--- src/rtl/fetch_unit.sv ---
// fetch_unit: instruction-fetch controller that drives pc into a synchronous-read
// instruction memory and assembles one- or two-word instructions into IF/ID packets.
// Latency: a word addressed at edge N is registered into if_* at edge N+1;
// a two-word instruction costs one bubble cycle.
// Backpressure: stall freezes the packet and all fetch state, and re-issues the
// in-flight address. flush overrides stall and redirects to branch_target.
//
// Ports:
//   clk, rst           clock (shared with memory), async active-high reset
//   stall, flush       pipeline hold / redirect controls
//   branch_target      redirect address, used when flush=1
//   pc                 combinational fetch address to memory
//   instuction         memory read data for the address issued at the previous edge
//   if_valid, if_instruction, if_immediate, if_has_imm, if_pc   IF/ID packet
module fetch_unit #(
    parameter int                   Num_of_bits = 16,
    parameter int                   pc_width    = 32,
    parameter logic [pc_width-1:0]  RESET_PC    = '0
) (
    input  logic                    clk,
    input  logic                    rst,
    input  logic                    stall,
    input  logic                    flush,
    input  logic [pc_width-1:0]     branch_target,
    output logic [pc_width-1:0]     pc,
    input  logic [Num_of_bits-1:0]  instuction,
    output logic                    if_valid,
    output logic [Num_of_bits-1:0]  if_instruction,
    output logic [Num_of_bits-1:0]  if_immediate,
    output logic                    if_has_imm,
    output logic [pc_width-1:0]     if_pc
);

    typedef enum logic {
        S_WORD0 = 1'b0,
        S_IMM   = 1'b1
    } state_t;

    localparam logic [pc_width-1:0] PC_ONE = {{(pc_width-1){1'b0}}, 1'b1};

    state_t                 state;
    state_t                 state_nxt;
    logic [pc_width-1:0]    fetch_pc;
    logic [pc_width-1:0]    req_pc;
    logic                   req_valid;
    logic [Num_of_bits-1:0] hold_instr;
    logic [pc_width-1:0]    hold_pc;

    logic                   imm_flag;
    logic                   advance;
    logic                   emit;
    logic                   capture;

    // ------------------------------------------------------------------
    // State register
    // ------------------------------------------------------------------
    always_ff @(posedge clk or posedge rst) begin
        if (rst) begin
            state <= S_WORD0;
        end else begin
            state <= state_nxt;
        end
    end

    // ------------------------------------------------------------------
    // Next-state logic
    // ------------------------------------------------------------------
    always_comb begin
        state_nxt = state;
        if (flush) begin
            state_nxt = S_WORD0;
        end else if (capture) begin
            state_nxt = S_IMM;
        end else if (emit && (state == S_IMM)) begin
            state_nxt = S_WORD0;
        end
    end

    // ------------------------------------------------------------------
    // Output / control decode
    // ------------------------------------------------------------------
    always_comb begin
        imm_flag = instuction[Num_of_bits-1];
        // Only a normal (non-stall, non-flush) edge with a real word on the bus moves the FSM.
        advance  = !flush && !stall && req_valid;
        emit     = advance && ((state == S_IMM) || !imm_flag);
        capture  = advance && (state == S_WORD0) && imm_flag;
        // During stall the in-flight address is re-issued so memory keeps presenting the same word.
        if (flush) begin
            pc = branch_target;
        end else if (stall) begin
            pc = req_pc;
        end else begin
            pc = fetch_pc;
        end
    end

    // ------------------------------------------------------------------
    // Fetch address / request tracking
    // ------------------------------------------------------------------
    always_ff @(posedge clk or posedge rst) begin
        if (rst) begin
            fetch_pc  <= RESET_PC;
            req_pc    <= RESET_PC;
            req_valid <= 1'b0;
        end else if (flush || !stall) begin
            // pc already equals branch_target under flush, so one update covers both cases.
            fetch_pc  <= pc + PC_ONE;
            req_pc    <= pc;
            req_valid <= 1'b1;
        end
    end

    // ------------------------------------------------------------------
    // First-word buffer for two-word instructions
    // ------------------------------------------------------------------
    always_ff @(posedge clk or posedge rst) begin
        if (rst) begin
            hold_instr <= '0;
            hold_pc    <= '0;
        end else if (flush) begin
            hold_instr <= '0;
            hold_pc    <= '0;
        end else if (capture) begin
            hold_instr <= instuction;
            hold_pc    <= req_pc;
        end
    end

    // ------------------------------------------------------------------
    // IF/ID packet register
    // ------------------------------------------------------------------
    always_ff @(posedge clk or posedge rst) begin
        if (rst) begin
            if_valid       <= 1'b0;
            if_instruction <= '0;
            if_immediate   <= '0;
            if_has_imm     <= 1'b0;
            if_pc          <= '0;
        end else if (flush) begin
            if_valid <= 1'b0;
        end else if (!stall) begin
            if (emit) begin
                if_valid <= 1'b1;
                if (state == S_IMM) begin
                    if_instruction <= hold_instr;
                    if_immediate   <= instuction;
                    if_has_imm     <= 1'b1;
                    if_pc          <= hold_pc;
                end else begin
                    if_instruction <= instuction;
                    if_immediate   <= '0;
                    if_has_imm     <= 1'b0;
                    if_pc          <= req_pc;
                end
            end else begin
                if_valid <= 1'b0;
            end
        end
    end

endmodule

--- config.mk ---
export PLATFORM = sky130hd
export DESIGN_NAME = fetch_unit
export DESIGN_NICKNAME = d
export VERILOG_FILES = /design/src/rtl/fetch_unit.sv
export SDC_FILE = /design/constraint.sdc
export NUM_CORES = 1
export LEC_CHECK = 0
export CAP_MARGIN = 20
export CELL_PAD_IN_SITES_DETAIL_PLACEMENT = 0
export CELL_PAD_IN_SITES_GLOBAL_PLACEMENT = 1
export CORE_MARGIN = 4
export CORE_UTILIZATION = 37
export CTS_BUF_LIST = sky130_fd_sc_hd__clkbuf_16
export DETAILED_ROUTE_END_ITERATION = 8
export GPL_ROUTABILITY_DRIVEN = 1
export PLACE_DENSITY = 0.76
export SYNTH_ARGS = -nofsm -noshare
export SYNTH_HDL_FRONTEND = slang
export SYNTH_SLANG_ARGS = --single-unit
--- constraint.sdc ---
create_clock -name clk -period 4.9 [get_ports clk]
set_input_delay 0.49 -clock clk [delete_from_list [all_inputs] [get_ports clk]]
set_output_delay 0.49 -clock clk [all_outputs]
set_load 0.02 [all_outputs]
After elaboration in Yosys (flattened, before gate mapping)
Cells that the tools add are included.
{"block": "word_totals", "input_bits": 52, "out_inout_bits": 98, "reg_bits": 180, "word_cells": 46}
{"block": "classes", "addsub": 1, "n_bitwise": 3, "mux": 16, "eq_ne": 1, "n_reduce_logical": 14}
{"operator": "$mux 32", "n": 5}
{"operator": "$mux 16", "n": 4}
{"operator": "$add 32x1->32 const B", "n": 1}
{"operator": "$mux 1", "n": 7}
{"operator": "$logic_and 1x1->1", "n": 6}
{"operator": "$logic_not 1->1", "n": 3}
{"operator": "$not 1->1", "n": 3}
{"operator": "$reduce_and 3->1", "n": 1}
{"operator": "$reduce_bool 3->1", "n": 1}
{"operator": "$logic_or 1x1->1", "n": 2}
{"operator": "$ne 2x1->1 const B", "n": 1}
{"operator": "$reduce_bool 2->1", "n": 1}

Logic depth before layout (Yosys ltp)
{"block": "logic_depth", "word_depth": 8, "depth_mapped": 12, "depth_no_buf": 8}

Least setup slack after synthesis
Ideal clock, no wire load.
{"block": "synth_timing", "path_kind": "input port to flip-flop", "start": "input port stall", "end": "register fetch_pc[30]", "path_slack_ps": 2015, "path_stages": 12, "n_path_buf": 4, "arrival_ps": 2750, "required_ps": 4764, "cell_sequence": "buf_6 > buf_12 > buf_12 > mux2i_1 > a21oi_1 > ha_1 > and2_1 > buf_2 > nand4_2 > nor4_1 > xnor2_1 > mux2i_1"}
{"block": "synth_via", "elab_chain_cells": 3}
{"element": "start, declared", "line": "22", "source": "input logic stall,"}
{"element": "$mux 32", "line": "91", "source": "end else if (stall) begin"}
{"element": "$mux 32", "line": "89", "source": "if (flush) begin"}
{"element": "net pc[0]", "line": "25", "source": "output logic [pc_width-1:0] pc,"}
{"element": "$add 32x1->32", "line": "108", "source": "fetch_pc <= pc + PC_ONE;"}
{"element": "end signal, assigned", "line": "108"}
{"element": "end, declared", "line": "43", "source": "logic [pc_width-1:0] fetch_pc;"}
The timed path passes the listed nets, and every way through them passes these cells.
A chain may end at the register's enable or synchronous reset.

Worst setup path in the final report
{"block": "layout_timing", "start": "input port stall", "end": "output port pc[27]"}
{"block": "layout_via", "elab_chain_cells": 2}
{"element": "$mux 32", "line": "91"}
{"element": "$mux 32", "line": "89"}
{"element": "end, declared", "line": "25"}
No other way between the ends.

==> summary.txt <==
Synthesis
  • EDFF count, synth: 0
  • Cell count after synthesis: 913
  • Ys Warns: 0
  • Largest cells by area after synthesis: dfrtp_1 50%, mux2i_1 10%, nand2_1 8.2%
  • Synthesized Nets: 966
  • Most frequent cells after synthesis: 196 x nand2_1, 180 x dfrtp_1, 100 x o21ai_0, 94 x mux2i_1, 57 x nand3_1
  • Synth Cell Area: 8990 um^2
  • Most common cell in the netlist: nand2_1
  • Main flop type after synthesis: dfrtp_1
  • Synthesized area per cell: 9.847 um^2
  • Flops & latches, synth: 180
  • Post-synthesis sequential area ratio: 0.5010
  • Share of the synthesized area in the top cell type: 0.5010
  • Yosys cell types: 51
  • Synth async-reset ratio: 1.000
  • Cell taking the most area after synthesis: dfrtp_1

Global routing
  • Met1 usage: 0.2688
  • Largest net degree at the start of global routing: 112
  • First-pass GRT wire length: 37780 um
  • Grt total ovfl: 0
  • Vias in the first global route: 6768
  • GRT busiest layer: met1
  • Met2 Use GR: 0.2610
  • Initial antenna violation count: 0
  • All-Layer GR Usage: 0.1779
  • Met3 usage: 0.04115

Die
  • Core Rows: 56
  • Die width: 163.9 um
  • Die area: 26860 um^2
  • Vert. Die Dim: 163.9 um
  • Starting Density: 0.3796
  • Core ar.: 23680 um^2
  • # IOs: 150

Power and ir drop
  • Total power: 4.115 mW
  • Lkg Pwr: 4.859 nW
  • Maximum VDD drop: 0.1685 mV
  • Pwr per Cell Area: 364.2 nW/um^2

Finish
  • Fill count: 2277
  • Final #Nets: 1081
  • N_diodes: 0
  • Share of cells above drive strength 1: 0.07685
  • Final Non-Filler Cells: 1360
  • Syn-to-layout area delta: 25.68%

Setup path
  • Setup CP Type: in -> out
  • Crit path DAT: 2.93 ns
  • CP Launch Type: input pin
  • Slowest library cell on the worst path: buf_2
  • CP peak stage delay: 0.74 ns
  • CP endpoint kind: output port
  • CP delay by family, top: buffers and inverters
  • Critical Path, Cell by Cell: buf_2 > buf_4 > mux2i_1 > o21ai_1 > clkdlybuf4s50_1
  • CP max FO: 40
  • Buf+Inv Stages, Crit Path: 3
  • CP Data Required Time: 4.41 ns

STA
  • Post-route setup TNS: 0 ns
  • Final hold viol count: 0
  • Slew Limit Fails: 0
  • Min cycle time layout: 3.419 ns
  • Worst-Margin Slew: 1.009 ns
  • Rel. slew slack: 0.3275
  • Clock Skew: 0.01063 ns
  • Setup-failing EPs final: 0
  • RSZ-0062 raised after global routing: false
  • Setup slack after layout: 1.481 ns
  • WHS: 0.3500 ns
  • Max Clk Rate: 0.2925 GHz
  • Final period utilization: 0.6977

Clock network
  • CTS H-Tree Depth: 4
  • Post-CTS Setup Inserts: 0
  • TritonCTS clock tree: built
  • Post-CTS Hold Buffers: 0
  • Clock slew at reported path FFs: 0.06 ns
  • Post-cts sizing count: 0
  • Sink Count: 180
  • Clk buf depth: 2
  • Worst skew pair latency: 0.43 ns
  • CTS root buf: clkbuf_16
  • Number of buffers created by CTS: 17

Worst hold path
  • Worst hold path class: in -> async

Routing
  • Routed Antenna Nets: 0
  • WL/cell: 17.26 um
  • Drt pass-1 iters: 5
  • Initial drt markers: 531
  • Vias per cell: 5.092
  • Remaining DRCs: 0
  • Total number of vias: 6925
  • Overall routed net length: 23480 um

Placed design
  • IO Port Bufs: 149
  • Post-DP HPWL: 16250 um
  • Placed insts: 1328
  • GP Congestion: 0.8163
  • Place WS: 1.192 ns

Outcome
  • Run status: completed

Flow run
  • Max-cap viol count: 0
-- layer usage --
metal  up-vias  routed length, um
li1       3414                  -
met1      3333              12000
met2       165              10030
met3        13               1253
met4         0                184
met5         -                  0
-- layout make-up --
type	count	area [um^2]	share of cell area
multi-input cells	662	4140	0.3664
flip-flops and latches	180	4506	0.3988
repair buffers	164	1622	0.1435
clock buffers	17	425.4	0.03765
clock inverters	15	191.4	0.01694
well taps	319	399.1	0.03533
inverters	3	15.01	0.001329
-- sequential cells by signal, summed over array words and instances, names as in the netlist --
signal,flops
if_immediate,16
req_valid,1
if_has_imm,1
if_instruction,16
hold_instr,16
hold_pc,32
req_pc,32
state,1
if_pc,32
if_valid,1
fetch_pc,32
-- path summary, 6_finish.rpt --
path / from / endpoint / slack (ns) / cells after the start
max in group asynchronous: rst / hold_pc[4]$_DFFE_PP0P_ / 3.59 / 4
setup / recovery: stall / pc[27] / 1.48 / 5
hold / removal: rst / if_pc[2]$_DFFE_PP0P_ / 0.35 / 2
setup reg to reg: req_pc[13]$_DFFE_PP0P_ / fetch_pc[25]$_DFFE_PP0P_ / 2.17 / 7
min in group clk: if_instruction[13]$_DFFE_PP0P_ / if_instruction[13]$_DFFE_PP0P_ / 0.48 / 2
hold reg to reg: if_instruction[13]$_DFFE_PP0P_ / if_instruction[13]$_DFFE_PP0P_ / 0.48 / 2
-- power by group --
| group | internal, mW | switching [mW] |
|---|---|---|
| Sequential | 1.66 | 0.119 |
| Combinational | 0.400 | 0.503 |
| Clock | 0.850 | 0.587 |
| Total | 2.91 | 1.21 |
-- placed cells by master (no fill, tap or decap), types with 4 or more instances in the layout --
| cell type | netlist | routed |
|---|---|---|
| a22o_1 | 16 | 16 |
| and2_1 | 6 | 6 |
| and3_1 | 4 | 4 |
| buf_4 | 4 | 14 |
| bufinv_16 | 0 | 4 |
| clkbuf_16 | 0 | 17 |
| clkdlybuf4s50_1 | 0 | 147 |
| clkinvlp_4 | 0 | 4 |
| dfrtp_1 | 180 | 179 |
| mux2i_1 | 94 | 94 |
| nand2_1 | 196 | 195 |
| nand2b_1 | 5 | 5 |
| nand3_1 | 57 | 57 |
| nand3b_1 | 4 | 4 |
| nand4_1 | 10 | 10 |
| nand4b_1 | 4 | 4 |
| nor2_1 | 14 | 13 |
| nor2b_1 | 7 | 7 |
| nor3_1 | 19 | 19 |
| nor4_1 | 11 | 11 |
| o21ai_0 | 100 | 100 |
| o21ai_1 | 11 | 11 |
| o21ai_2 | 13 | 13 |
| xnor2_1 | 46 | 46 |
| xor2_1 | 4 | 4 |
-- kinds of logic after synthesis --
logic type,share of synthesized area
compound gates,0.1024
xor+xnor,0.04871
flops,0.5010
mux,0.1084
buf+inv,0.04008
simple gates,0.1979
fa+ha+maj,0.001392
-- stage by stage --
| stage | instance area (um^2) | util |
|---|---|---|
| after detailed placement | 10680 | 0.4510 |
| after floorplan | 8994 | - |
| final | 11300 | 0.4771 |
| after global routing | 11300 | 0.4771 |
| after global placement | 10660 | 0.4502 |
| after CTS | 11300 | 0.4771 |
Power figures use the tool's default switching activity.
